==> src/rtl/button_event_decoder_pkg.sv <==
// Shared types and elaboration-time helpers for the button event decoder.
// The state encoding is fixed to 3 bits so it can be matched against external traces.
package button_event_decoder_pkg;

  typedef enum logic [2:0] {
    ST_IDLE           = 3'd0,
    ST_PRESSED        = 3'd1,
    ST_LONG_HELD      = 3'd2,
    ST_WAIT_SECOND    = 3'd3,
    ST_SECOND_PRESSED = 3'd4
  } state_t;

  function automatic int clog2(input int value);
    int result;
    int v;
    result = 0;
    v = value - 1;
    while (v > 0) begin
      result = result + 1;
      v = v >>> 1;
    end
    return result;
  endfunction

  function automatic int max3(input int a, input int b, input int c);
    int m;
    m = (a > b) ? a : b;
    return (m > c) ? m : c;
  endfunction

endpackage

==> src/rtl/button_event_decoder_if.sv <==
// Button level in, gesture events out; the decoder uses the slave side.
interface button_event_decoder_if;
  logic enable;
  logic btn_in;
  logic held;
  logic press_pulse;
  logic release_pulse;
  logic short_press;
  logic long_press;
  logic repeat_pulse;
  logic double_click;

  modport master (
    output enable, btn_in,
    input  held, press_pulse, release_pulse, short_press,
           long_press, repeat_pulse, double_click
  );

  modport slave (
    input  enable, btn_in,
    output held, press_pulse, release_pulse, short_press,
           long_press, repeat_pulse, double_click
  );
endinterface

==> src/rtl/button_event_decoder_event_timer.sv <==
// Saturating cycle counter with synchronous clear and an equality match against
// a caller-supplied value.
module button_event_decoder_event_timer #(
  parameter int WIDTH = 8
) (
  input  logic             clk,
  input  logic             rst_a_p,
  input  logic             clear,
  input  logic [WIDTH-1:0] match_value,
  output logic             match
);

  logic [WIDTH-1:0] count;

  always_ff @(posedge clk) begin
    if (rst_a_p || clear) begin
      count <= '0;
    end else if (count != {WIDTH{1'b1}}) begin
      count <= count + WIDTH'(1);
    end
  end

  assign match = (count == match_value);

endmodule

==> src/rtl/button_event_decoder.sv <==
// Classifies a debounced button level into press/release/short/long/repeat/double-click
// pulses. One shared timer is re-targeted per state; all outputs are registered.
module button_event_decoder
  import button_event_decoder_pkg::*;
#(
  parameter int LONG_CYCLES   = 25_000_000,
  parameter int REPEAT_CYCLES = 5_000_000,
  parameter int DCLICK_CYCLES = 12_500_000,
  parameter bit ACTIVE_LOW    = 1'b0
) (
  input logic                  clk,
  input logic                  rst_a_p,
  button_event_decoder_if.slave bus
);

  localparam int CNT_W = clog2(max3(LONG_CYCLES, REPEAT_CYCLES, DCLICK_CYCLES)) + 1;
  localparam logic [CNT_W-1:0] LONG_MATCH   = CNT_W'(LONG_CYCLES - 1);
  localparam logic [CNT_W-1:0] REPEAT_MATCH = CNT_W'(REPEAT_CYCLES - 1);
  localparam logic [CNT_W-1:0] DCLICK_MATCH =
    (DCLICK_CYCLES == 0) ? '0 : CNT_W'(DCLICK_CYCLES - 1);

  logic             b;
  logic             btn_q;
  logic             rise;
  logic             fall;
  state_t           state;
  state_t           state_nxt;
  logic [CNT_W-1:0] match_value;
  logic             timer_match;
  logic             timer_clear;
  logic             repeat_restart;
  logic             press_nxt;
  logic             release_nxt;
  logic             short_nxt;
  logic             long_nxt;
  logic             repeat_nxt;
  logic             dclick_nxt;

  assign b    = ACTIVE_LOW ? ~bus.btn_in : bus.btn_in;
  assign rise = b & ~btn_q;
  assign fall = ~b & btn_q;

  always_comb begin
    match_value = '1;
    case (state)
      ST_PRESSED:     match_value = LONG_MATCH;
      ST_LONG_HELD:   match_value = REPEAT_MATCH;
      ST_WAIT_SECOND: match_value = DCLICK_MATCH;
      default:        match_value = '1;
    endcase
  end

  // The timer restarts on every state change and on each repeat period.
  assign timer_clear = ~bus.enable | (state_nxt != state) | repeat_restart;

  button_event_decoder_event_timer #(
    .WIDTH(CNT_W)
  ) u_timer (
    .clk         (clk),
    .rst_a_p     (rst_a_p),
    .clear       (timer_clear),
    .match_value (match_value),
    .match       (timer_match)
  );

  always_comb begin
    state_nxt      = state;
    press_nxt      = 1'b0;
    release_nxt    = 1'b0;
    short_nxt      = 1'b0;
    long_nxt       = 1'b0;
    repeat_nxt     = 1'b0;
    dclick_nxt     = 1'b0;
    repeat_restart = 1'b0;
    case (state)
      ST_IDLE: begin
        if (rise) begin
          state_nxt = ST_PRESSED;
          press_nxt = 1'b1;
        end
      end
      ST_PRESSED: begin
        // A release on the threshold cycle still counts as a short press.
        if (fall) begin
          release_nxt = 1'b1;
          if (DCLICK_CYCLES == 0) begin
            short_nxt = 1'b1;
            state_nxt = ST_IDLE;
          end else begin
            state_nxt = ST_WAIT_SECOND;
          end
        end else if (b && timer_match) begin
          long_nxt  = 1'b1;
          state_nxt = ST_LONG_HELD;
        end
      end
      ST_LONG_HELD: begin
        if (timer_match) begin
          repeat_nxt     = 1'b1;
          repeat_restart = 1'b1;
        end
        if (fall) begin
          release_nxt = 1'b1;
          state_nxt   = ST_IDLE;
        end
      end
      ST_WAIT_SECOND: begin
        if (rise) begin
          press_nxt  = 1'b1;
          dclick_nxt = 1'b1;
          state_nxt  = ST_SECOND_PRESSED;
        end else if (timer_match) begin
          short_nxt = 1'b1;
          state_nxt = ST_IDLE;
        end
      end
      ST_SECOND_PRESSED: begin
        if (fall) begin
          release_nxt = 1'b1;
          state_nxt   = ST_IDLE;
        end
      end
      default: state_nxt = ST_IDLE;
    endcase
  end

  // btn_q keeps tracking through reset and disable so a held button is never a new press.
  always_ff @(posedge clk) begin
    btn_q <= b;
    if (rst_a_p || !bus.enable) begin
      state             <= ST_IDLE;
      bus.held          <= 1'b0;
      bus.press_pulse   <= 1'b0;
      bus.release_pulse <= 1'b0;
      bus.short_press   <= 1'b0;
      bus.long_press    <= 1'b0;
      bus.repeat_pulse  <= 1'b0;
      bus.double_click  <= 1'b0;
    end else begin
      state             <= state_nxt;
      bus.held          <= (state_nxt == ST_PRESSED) || (state_nxt == ST_LONG_HELD) ||
                           (state_nxt == ST_SECOND_PRESSED);
      bus.press_pulse   <= press_nxt;
      bus.release_pulse <= release_nxt;
      bus.short_press   <= short_nxt;
      bus.long_press    <= long_nxt;
      bus.repeat_pulse  <= repeat_nxt;
      bus.double_click  <= dclick_nxt;
    end
  end

endmodule

==> src/flat_wrapper.sv <==
// flat-port wrapper written by rule: the top's interface ports become plain ports
module button_event_decoder_flat import button_event_decoder_pkg::*;
#(
  parameter int LONG_CYCLES   = 25_000_000,
  parameter int REPEAT_CYCLES = 5_000_000,
  parameter int DCLICK_CYCLES = 12_500_000,
  parameter bit ACTIVE_LOW    = 1'b0
)
  (clk, rst_a_p, bus_enable, bus_btn_in, bus_held, bus_press_pulse, bus_release_pulse, bus_short_press, bus_long_press, bus_repeat_pulse, bus_double_click);
  button_event_decoder_if bus_i ();
  input logic clk;
  input logic rst_a_p;
  input wire logic [$bits(bus_i.enable)-1:0] bus_enable;
  input wire logic [$bits(bus_i.btn_in)-1:0] bus_btn_in;
  output wire logic [$bits(bus_i.held)-1:0] bus_held;
  output wire logic [$bits(bus_i.press_pulse)-1:0] bus_press_pulse;
  output wire logic [$bits(bus_i.release_pulse)-1:0] bus_release_pulse;
  output wire logic [$bits(bus_i.short_press)-1:0] bus_short_press;
  output wire logic [$bits(bus_i.long_press)-1:0] bus_long_press;
  output wire logic [$bits(bus_i.repeat_pulse)-1:0] bus_repeat_pulse;
  output wire logic [$bits(bus_i.double_click)-1:0] bus_double_click;
  assign bus_i.enable = bus_enable;
  assign bus_i.btn_in = bus_btn_in;
  assign bus_held = bus_i.held;
  assign bus_press_pulse = bus_i.press_pulse;
  assign bus_release_pulse = bus_i.release_pulse;
  assign bus_short_press = bus_i.short_press;
  assign bus_long_press = bus_i.long_press;
  assign bus_repeat_pulse = bus_i.repeat_pulse;
  assign bus_double_click = bus_i.double_click;
  button_event_decoder #(.LONG_CYCLES(LONG_CYCLES), .REPEAT_CYCLES(REPEAT_CYCLES), .DCLICK_CYCLES(DCLICK_CYCLES), .ACTIVE_LOW(ACTIVE_LOW)) u_core (.clk(clk), .rst_a_p(rst_a_p), .bus(bus_i));
endmodule
==> config.mk <==
export PLATFORM = sky130hd
export DESIGN_NAME = button_event_decoder_flat
export DESIGN_NICKNAME = d
export VERILOG_FILES = /design/src/rtl/button_event_decoder_pkg.sv /design/src/rtl/button_event_decoder_if.sv /design/src/rtl/button_event_decoder_event_timer.sv /design/src/rtl/button_event_decoder.sv /design/src/flat_wrapper.sv
export SDC_FILE = /design/constraint.sdc
export NUM_CORES = 1
export LEC_CHECK = 0
export ABC_AREA = 1
export BUFFER_PORTS_ARGS = -buffer_cell sky130_fd_sc_hd__buf_2
export CAP_MARGIN = 0
export CORE_UTILIZATION = 53
export DETAILED_ROUTE_END_ITERATION = 10
export PLACE_DENSITY = 0.74
export SYNTH_ARGS = -nofsm -noshare
export SYNTH_HDL_FRONTEND = slang
export SYNTH_HIERARCHICAL = 1
export SYNTH_SLANG_ARGS = --single-unit
==> constraint.sdc <==
create_clock -name clk -period 3.8 [get_ports clk]
set_clock_uncertainty 0.2 [all_clocks]
set_input_delay 0.38 -clock clk [delete_from_list [all_inputs] [get_ports clk]]
set_output_delay 0.38 -clock clk [all_outputs]
set_load 0.02 [all_outputs]
## After elaboration in Yosys (flattened, before gate mapping)

Cells that the tools add are included.

| storage, ports and cells | value |
|---|---|
| flip-flop bits (word level) | 37 |
| bits of input ports | 4 |
| output and inout bits | 7 |
| logic and storage cells | 60 |

| cells by class | value |
|---|---|
| add/sub/neg operators | 1 |
| equal/unequal tests | 10 |
| muxes and demuxes | 13 |
| bitwise operators | 11 |
| reductions and logical operators | 15 |

Operators by type and width:

| cell | count |
|---|---|
| 26-bit case mux with 3 select lines | 1 |
| 26-bit by 1-bit adder with 26-bit output, second input constant | 1 |
| 26-bit equality test | 1 |
| 26-bit inequality test, second input constant | 1 |
| 3-bit 2-to-1 mux | 6 |
| 3-bit case mux with 4 select lines | 1 |
| 2-bit OR reduction | 5 |
| 3-bit by 2-bit equality test with 1-bit output, second input constant | 3 |
| 3-bit OR reduction | 3 |
| 1-bit inverter | 7 |
| 3-bit by 1-bit equality test with 1-bit output, second input constant | 2 |
| 3-bit equality test, second input constant | 2 |
| 1-bit 2-to-1 mux | 5 |
| 1-bit logical OR | 4 |
| 3-bit logical NOT | 1 |
| 3-bit inequality test | 1 |
| 1-bit bitwise AND | 2 |
| 1-bit OR | 2 |
| 1-bit logical AND | 1 |
| 1-bit logical NOT | 1 |

## Longest topological paths before layout

Gate-level depths: netlist of the first run.

| logic depth | value |
|---|---|
| word-level depth | 11 |
| depth in mapped cells | 22 |
| gate-level depth less buffers | 20 |

## Modules after synthesis

Netlist of the first run, hierarchy kept.

Modules (own cells, without submodules):

| module | times used | cells an instance | area an instance (um2) | sequential area each (um2) |
|---|---|---|---|---|
| button_event_decoder_event_timer | 1 | 303 | 1858.0 | 520.5 |
| button_event_decoder | 1 | 84 | 553.0 | 220.2 |

## Worst setup path after synthesis of the first run

Ideal clock, no wire load.

| timing path | value |
|---|---|
| kind | register to register |
| start | register u_core.state[2] |
| end | register u_core.u_timer.count[1] |
| library setup time | 71 ps |
| data arrival time | 2719 ps |
| data required time | 3529 ps |
| path slack | 810 ps |
| stages on the path, launching flop included | 21 |
| buffers on the path | 1 |
| clock period less this slack | 2990 ps |
| path through | dfxtp_1 inv_2 nand2_2 nor2_2 nor2_1 xnor2_1 nand2_1 nor3_1 nand3_1 nor2_1 nand2_1 inv_1 nand3_1 nand2_1 nor2_2 nand3_1 nand4_1 nor2_1 inv_1 clkbuf_1 a21oi_1 |

| on the way | value |
|---|---|
| word-level cells in the longest chain between the ends | 11 |
| elaborated cells between the ends (all ways) | 22 |
| those cells by class | eq/ne (6); mux (10); bitwise (2); reduce/logical (4) |

Ends and longest elaborated chain:

| what | RTL line | RTL |
|---|---|---|
| from (decl) | button_event_decoder.sv:26 | `state_t state;` |
| from (signal assigned) | button_event_decoder.sv:140 | `state <= state_nxt;` |
| 3-bit by 2-bit equality test with 1-bit output / 3-bit by 1-bit equality test with 1-bit output (equally long branches) | button_event_decoder.sv:45 | `case (state)` |
| 26-bit case mux with 3 select lines * | button_event_decoder.sv:45 |  |
| net u_core.match_value[8] | button_event_decoder.sv:28 | `logic [CNT_W-1:0] match_value;` |
| 26-bit equality test * | button_event_decoder_event_timer.sv:23 | `assign match = (count == match_value);` |
| net u_core.timer_match | button_event_decoder.sv:29 | `logic timer_match;` |
| 1-bit logical AND | button_event_decoder.sv:92 | `end else if (b && timer_match) begin` |
| 3-bit 2-to-1 mux | button_event_decoder.sv:92 |  |
| 3-bit 2-to-1 mux | button_event_decoder.sv:84 | `if (fall) begin` |
| 3-bit case mux with 4 select lines | button_event_decoder.sv:75 | `case (state)` |
| 3-bit inequality test | button_event_decoder.sv:54 | `assign timer_clear = ~bus.enable \| (state_nxt != state) \| repeat_restart;` |
| 1-bit OR | button_event_decoder.sv:54 |  |
| 1-bit OR * | button_event_decoder.sv:54 |  |
| net u_core.timer_clear | button_event_decoder.sv:30 | `logic timer_clear;` |
| 1-bit logical OR * | button_event_decoder_event_timer.sv:16 | `if (rst_a_p \|\| clear) begin` |
| to (signal assigned) | button_event_decoder_event_timer.sv:19 | `count <= count + WIDTH'(1);` |
| to (decl) | button_event_decoder_event_timer.sv:13 | `logic [WIDTH-1:0] count;` |

Mark *: on every way through the listed nets, which the timed path passes. The rest lies on a longest branch.
A chain may end at the register's enable or synchronous reset.

## Worst setup path after layout of the first run

| timing path | value |
|---|---|
| start | register u_core.state[2] |
| end | register u_core.u_timer.count[10] |

The elaborated chain is that of the path after synthesis.

==> summary.md, run 1 <==
| Metric | Value |
|---|---|
| Max stage delay on crit path | `0.48 ns` |
| Num Clock Sinks | `37` |
| Cell taking the most area after synthesis | `dfxtp_1` |
| Final setup vio count | `0` |
| Diodes inserted | `0` |
| Slowest CP cell | `dfxtp_1` |
| Placer Congestion | `1.03` |
| Via count | `2469` |
| Critical path class | `reg -> reg` |
| DR DRC count | `0` |
| Die height | `69.4 µm` |
| Post-Syn Area | `0.00241 mm²` |
| Full die area | `0.00482 mm²` |
| CP max FO | `13` |
| 1st-pass router iterations | `6` |
| Distinct cell type count after synthesis | `30` |
| Fin util | `60.1%` |
| Fraction of layout cells with a size suffix above 1 | `9.00%` |
| GRT overflow | `0` |
| Clk root buf | `clkbuf_8` |
| Area contributors post-synth | `dfxtp_1, nand2_1, nor2_1` |
| CTS Hold Bufs | `0` |
| R2r setup slk | `0.44 ns` |
| Sequential Area | `741 µm²` |
| Slew Viols, Final | `0` |
| Clock Path Buffers | `2` |
| Antenna violations before repair | `0` |
| Final period util | `88.5%` |
| Critical path's most frequent cell | `nor2_1` |
| Crit path launch | `u_core/state[2]` |
| Max Cap Viol | `0` |
| Num ports | `11` |
| Largest net degree at the start of global routing | `20` |
| Worst EP required | `3.81 ns` |
| R2R Path Start | `u_core/state[2]` |
| Synth top area share | `30.7%` |
| Clock Latency Late Sink | `0.29 ns` |
| Crit start category | `flop` |
| Nets | `415` |
| Initial DRC Count | `327` |
| Run status | `finished clean` |
| CTS buffer count | `5` |
| Area of the multi-input gates | `0.00150 mm²` |
| H-tree depth | `2` |
| CP Cell Sequence | `inv_2, nand2_2, nor2_2, nor2_2, o21ai_0, nor2_1, nand3_1, nor2_1, nand2_1, nor2_1, nand2_1, inv_1, nand3_1, nand2_1, nor2_2, nand3_1, nand4_1, nor2_1, inv_1, a31oi_1` |
| Max-slew headroom | `63.8%` |
| Initial core utilization | `55.4%` |
| Yosys Warn Count | `6` |
| CTS-repair resized insts | `0` |
| #FFs+latches synth | `37` |
| LEAKAGE | `1.15 nW` |
| DIE WIDTH | `69.4 µm` |
| Number of fill cells | `446` |
| Fmax | `0.297 GHz` |
| Num rows | `24` |
| Post-DP Area | `0.00253 mm²` |
| PD cells | `270 mW/mm²` |
| Crit path DAT | `3.38 ns` |
| Tmin final | `3.36 ns` |
| Post-DP HPWL | `4610 µm` |
| Post-synthesis sequential area ratio | `30.7%` |
| # port buffers | `10` |
| TNS Setup | `0 ns` |
| Worst slew pin tran | `0.537 ns` |
| Post-Route WL | `6040 µm` |
| Hold_sp | `bus_btn_in` |
| Cells after synthesis | `387` |
| Layout area overhead | `8.61%` |
| Fin. Hold Viols | `0` |
| CP endpoint kind | `flop` |
| Setup Fix Bufs, Post-CTS | `0` |
| Worst-path clk slew | `0.08 ns` |
| GRT Total Usage | `26.4%` |
| Final Cell Area | `0.00262 mm²` |
| Worst VDD drop | `0.148 mV` |
| ANT nets after route | `0` |
| RSZ-0062 raised after global routing | `false` |
| CTS tree | `yes` |
| Routed vias/inst | `5.33` |
| Global-route wire length before repair | `10100 µm` |
| Vias in the first global route | `2189` |
| Synth Area per Inst | `6.23 µm²` |
| Core area | `0.00435 mm²` |
| Routed len/inst | `13.0 µm` |
| Worst min path class | `in -> reg` |
[routing by layer]
metal  wire length [µm]  vias up  track usage, %
li1                   -     1250               -
met1               2760     1099            35.4
met2               2670      105            41.2
met3                462       15            5.09
met4                146        0            11.1
met5                  0        -               0
[area by class of cell]
| class | count | share of cell area [%] |
|---|---|---|
| Clock buffer | 6 | 2.77 |
| Clock inverter | 2 | 0.382 |
| Inverter | 46 | 6.59 |
| Multi-Input combinational cell | 309 | 57.3 |
| Sequential cell | 37 | 28.3 |
| Tap cell | 52 | 2.48 |
| Timing Repair Buffer | 11 | 2.20 |
[synth_stat cells]
cell type,number
inv_2,4
nand2_2,3
o21ai_0,12
nor2_2,3
nor3_1,4
and2_1,1
nor4_1,1
nor2_8,1
a211oi_1,1
clkbuf_1,1
xor2_1,9
nor2_4,3
nor3_2,1
a21oi_1,8
nand3_2,1
nand3_1,37
o22ai_1,2
nand2b_1,1
buf_4,1
a31oi_1,3
conb_1,1
ha_1,1
dfxtp_1,37
nand4_1,7
nand2_4,2
inv_1,42
nand2_1,113
buf_6,2
xnor2_1,17
nor2_1,68
[critical path: cells and delay by family (launching register included)]
kind	cells	cell delay, ns
AO/OA/AOI/OAI	2	0.34
flip-flops	1	0.48
buffers and inverters	3	0.44
AND/OR/NAND/NOR	15	1.81
[cell usage in the layout (no fill, tap or decap), drive strengths merged]
cell type    n
a21oi        8
ha           1
nand3       38
and2         1
inv         46
buf         11
conb        10
nand2b       1
nand2      118
a211oi       1
o21ai       12
o22ai        2
a31oi        3
xnor2       17
clkbuf       6
clkinv       2
nor3         5
nand4        7
xor2         9
nor4         1
nor2        75
dfxtp       37
[state kept, by name, summed over array words and instances, names as in the netlist]
| signal | count |
|---|---|
| u_core/bus.double_click | 1 |
| u_core/bus.short_press | 1 |
| u_core/bus.release_pulse | 1 |
| u_core/bus.long_press | 1 |
| u_core/bus.press_pulse | 1 |
| u_core/bus.held | 1 |
| u_core/state | 3 |
| u_core/btn_q | 1 |
| u_core/bus.repeat_pulse | 1 |
| u_core/u_timer/count | 26 |
[final timing paths]
check,endpoint,cells after the start
hold reg to reg,u_core/u_timer/count[7],2
hold / removal,u_core/btn_q,1
setup / recovery,u_core/u_timer/count[10],20
setup reg to reg,u_core/u_timer/count[10],20
[report_power, final]
| part | total (mW) | internal, mW | switching, mW |
|---|---|---|---|
| clock | 0.272 | 0.127 | 0.145 |
| combinational | 0.0404 | 0.0135 | 0.0270 |
| sequential | 0.394 | 0.390 | 0.00363 |
| total | 0.706 | 0.531 | 0.175 |
[cell families (layout without fill, tap and decap cells)]
group | after synthesis | count (layout) | synth area share [%]
flops | 37 | 37 | 30.7
fa+ha+maj | 1 | 1 | 0.519
buf+inv | 50 | 65 | 8.56
xor+xnor | 26 | 26 | 9.44
simple gates | 246 | 246 | 44.8
other cells | 1 | 10 | 0.156
compound gates | 26 | 26 | 5.76
[stage by stage]
step / power (mW) / setup WS (ns) / std cells / hold WS (ns)
after floorplan: 0.433 / 0.810 / 396 / 0.208
after global placement: 0.442 / 0.444 / 455 / 0.317
after detailed placement: 0.442 / 0.395 / 455 / 0.318
after CTS: 0.714 / 0.322 / 463 / 0.0223
after global routing: 0.735 / 0.0531 / 463 / 0.0321
final: 0.706 / 0.436 / 463 / 0.0308
(Power assumes the default switching activity.)
==> run 2, diff against run 1 <==
Settings changed: CORE_UTILIZATION 53 to 57, CTS_BUF_LIST set to sky130_fd_sc_hd__clkbuf_4, PLACE_DENSITY 0.74 to 0.82.
Clock period 3.8 ns to 2.8 ns, I/O delays scaled along.
==> summary.md, run 2 (synthesis results as in run 1) <==
| Metric | Value |
|---|---|
| Run status | `finished with violations (was finished clean)` |
| Failing checks | `setup timing` |
| Num ports | `11 (unchanged)` |
| Commonest non-fill, non-tap cell in the layout | `nand2_1 (unchanged)` |
| Largest net degree at the start of global routing | `20 (unchanged)` |
| Met2 routed WL | `3130 µm (was 2670 µm)` |
| Crit start category | `flop (unchanged)` |
| CP endpoint kind | `flop (unchanged)` |
| ANT nets after route | `0 (unchanged)` |
| Routed len/inst | `13.6 µm (was 13.0 µm)` |
| Initial core utilization | `59.8% (was 55.4%)` |
| Final period util | `107% (was 88.5%)` |
| CP max FO | `7 (was 13)` |
| Nets | `437 (was 415)` |
| LEAKAGE | `1.27 nW (was 1.15 nW)` |
| 1st-pass router iterations | `5 (was 6)` |
| Top delay family on crit path | `simple AND/OR/NAND/NOR gates (unchanged)` |
| Vias in the first global route | `2372 (was 2189)` |
| Post-Place Cells | `468 (was 455)` |
| Routed vias/inst | `5.43 (was 5.33)` |
| Core area | `0.00403 mm² (was 0.00435 mm²)` |
| Crit path buffers/inverters | `3 (unchanged)` |
| Layout area overhead | `21.7% (was 8.61%)` |
| Clock Latency Late Sink | `0.35 ns (was 0.29 ns)` |
| Worst-path clk slew | `0.12 ns (was 0.08 ns)` |
| Max Cap Viol | `0 (unchanged)` |
| DRT met1 WL | `2730 µm (was 2760 µm)` |
| FF-to-FF End | `u_core/u_timer/count[7] (was u_core/u_timer/count[10])` |
| Hold_sp | `rst_a_p (was bus_btn_in)` |
| H-tree depth | `2 (unchanged)` |
| Critical path's most frequent cell | `nor2_4 (was nor2_1)` |
| Tmin final | `3.00 ns (was 3.36 ns)` |
| TNS Setup | `-2.84 ns (was 0 ns)` |
| RSZ-0062 raised after global routing | `true (was false)` |
| Critical path class | `reg -> reg (unchanged)` |
| R2r setup slk | `-0.20 ns (was 0.44 ns)` |
| Via count | `2621 (was 2469)` |
| Num Clock Sinks | `37 (unchanged)` |
| Fin. Hold Viols | `0 (unchanged)` |
| Largest register by flop count | `u_core/u_timer/count (unchanged)` |
| Hold endpoint | `u_core/bus.held (was u_core/btn_q)` |
| DR DRC count | `0 (unchanged)` |
| # port buffers | `10 (unchanged)` |
| PD cells | `365 mW/mm² (was 270 mW/mm²)` |
| DR WL met3 | `451 µm (was 462 µm)` |
| Worst VDD drop | `0.258 mV (was 0.148 mV)` |
| GRT overflow | `0 (unchanged)` |
| Hold path depth | `4 (was 1)` |
| Worst EP required | `2.88 ns (was 3.81 ns)` |
| Full die area | `0.00449 mm² (was 0.00482 mm²)` |
| DIE WIDTH | `67.0 µm (was 69.4 µm)` |
| Die height | `67.0 µm (was 69.4 µm)` |
| CTS tree | `yes (unchanged)` |
| Placer Congestion | `0.947 (was 1.03)` |
| Slowest CP cell | `dfxtp_4 (was dfxtp_1)` |
| Crit path DAT | `3.07 ns (was 3.38 ns)` |
| Clk root buf | `clkbuf_4 (was clkbuf_8)` |
| Global-route wire length before repair | `10500 µm (was 10100 µm)` |
| Max stage delay on crit path | `0.41 ns (was 0.48 ns)` |
| Antenna violations before repair | `0 (unchanged)` |
| Fraction of layout cells with a size suffix above 1 | `18.7% (was 9.00%)` |
| Hold slack | `0.0675 ns (was 0.0308 ns)` |
| Reg2Reg Depth | `19 (was 20)` |
| Initial DRC Count | `236 (was 327)` |
| Worst min path class | `in -> reg (unchanged)` |
| Post-Route WL | `6560 µm (was 6040 µm)` |
| Top Layer Used | `met4 (unchanged)` |
| Non-filler instance count after layout | `483 (was 463)` |
| Final Cell Area | `0.00294 mm² (was 0.00262 mm²)` |
| Post-DP Area | `0.00266 mm² (was 0.00253 mm²)` |
| Most frequent cells in the layout | `nand2_1, nor2_1, inv_1 (unchanged)` |
| Max reg flops | `26 (unchanged)` |
| Post-DP HPWL | `4800 µm (was 4610 µm)` |
| Num rows | `23 (was 24)` |
| R2R Path Start | `u_core/state[1] (was u_core/state[2])` |
| Slew Viols, Final | `0 (unchanged)` |
| Top flop regs | `u_core/u_timer/count (26), u_core/state (3) (unchanged)` |
| Fmax | `0.334 GHz (was 0.297 GHz)` |
| CP Cell Sequence | `buf_4, nor2_4, nor2_4, o21ai_2, nor2_1, nand3_1, nor2_1, nand2_1, nor2_4, nand2_2, inv_2, nand3_2, nand2_2, nor2_4, nand3_2, nand4_1, nor2_4, clkinvlp_4, a31oi_1 (was inv_2, nand2_2, nor2_2, nor2_2, o21ai_0, nor2_1, nand3_1, nor2_1, nand2_1, nor2_1, nand2_1, inv_1, nand3_1, nand2_1, nor2_2, nand3_1, nand4_1, nor2_1, inv_1, a31oi_1)` |
| CTS buffer count | `5 (unchanged)` |
| GRT Total Usage | `31.4% (was 26.4%)` |
| Diodes inserted | `0 (unchanged)` |
| Clock Path Buffers | `2 (unchanged)` |
| Final setup vio count | `26 (was 0)` |
| Total power | `1.07 mW (was 0.706 mW)` |
| Final WS setup | `-0.195 ns (was 0.436 ns)` |
run 2: cell count changes in the layout (fill, tap and decap cells not counted), moves of 4 or more:
| cell | before | now |
|---|---|---|
| buf_4 | 1 | 18 |
| nor2_1 | 67 | 61 |
| clkbuf_4 | 0 | 5 |
| clkbuf_8 | 5 | 0 |
| nor2_4 | 3 | 8 |
| inv_1 | 42 | 38 |
run 2: how the worst max path moves through the flow:
stage / depth (start not counted) / to / from / slack (ns)
floorplan: 18 / u_core/u_timer/count[1] / u_core/state[0] / 0.009
global placement: 16 / u_core/u_timer/count[10] / u_core/state[0] / -0.14
detailed placement: 16 / u_core/u_timer/count[7] / u_core/state[0] / -0.27
CTS: 19 / u_core/u_timer/count[7] / u_core/state[1] / -0.05
global route: 20 / u_core/u_timer/count[7] / u_core/state[1] / -0.34
finish: 19 / u_core/u_timer/count[7] / u_core/state[1] / -0.20
run 2: layer usage:
layer	global-route usage (%)	up-vias
met4	12.8	0
li1	-	1299
met5	0	-
met3	6.16	27
met1	37.6	1181
met2	54.0	114
run 2: area by class of cell:
class | instances | area, µm²
clock buffers | 5 | 37.5
clock inverters | 3 | 65.1
fillers | 313 | 1090
inverters | 46 | 181
multi-input cells | 309 | 1590
flip-flops and latches | 37 | 752
well taps | 50 | 62.6
repair buffers | 32 | 238
repair inverters | 1 | 7.51
run 2: report_power, final:
group          switching, mW  internal [mW]  total (mW)
combinational         0.0476         0.0296      0.0771
clock                  0.188          0.276       0.465
sequential           0.00362          0.527       0.531
total                  0.239          0.833        1.07
run 2: what timing repair did:
| action | 4_1_cts | 5_1_grt |
|---|---|---|
| gates cloned | 1 | 0 |
| gates resized for setup | 22 | 14 |
| endpoints found under the hold margin | 1 | 0 |
| buffers inserted | 3 | 2 |
| hold buffers | 1 | 0 |
| endpoints found under the setup margin | 26 | 26 |
| pin swaps | 16 | 7 |
run 2: worst register-to-register path, cell delays in order (launching register included):
cell and delay [ns]:
dfxtp_4 0.41, buf_4 0.14, nor2_4 0.05, nor2_4 0.22
o21ai_2 0.10, nor2_1 0.13, nand3_1 0.10, nor2_1 0.14
nand2_1 0.10, nor2_4 0.12, nand2_2 0.09, inv_2 0.06
nand3_2 0.09, nand2_2 0.11, nor2_4 0.04, nand3_2 0.06
nand4_1 0.13, nor2_4 0.23, clkinvlp_4 0.23, a31oi_1 0.19
run 2: metrics by stage:
step	util, %	worst slack (ns)
floorplan	-	0.00857
global placement	66.1	-0.144
detailed placement	66.1	-0.270
CTS	71.2	-0.0517
global route	72.9	-0.337
finish	72.9	-0.195
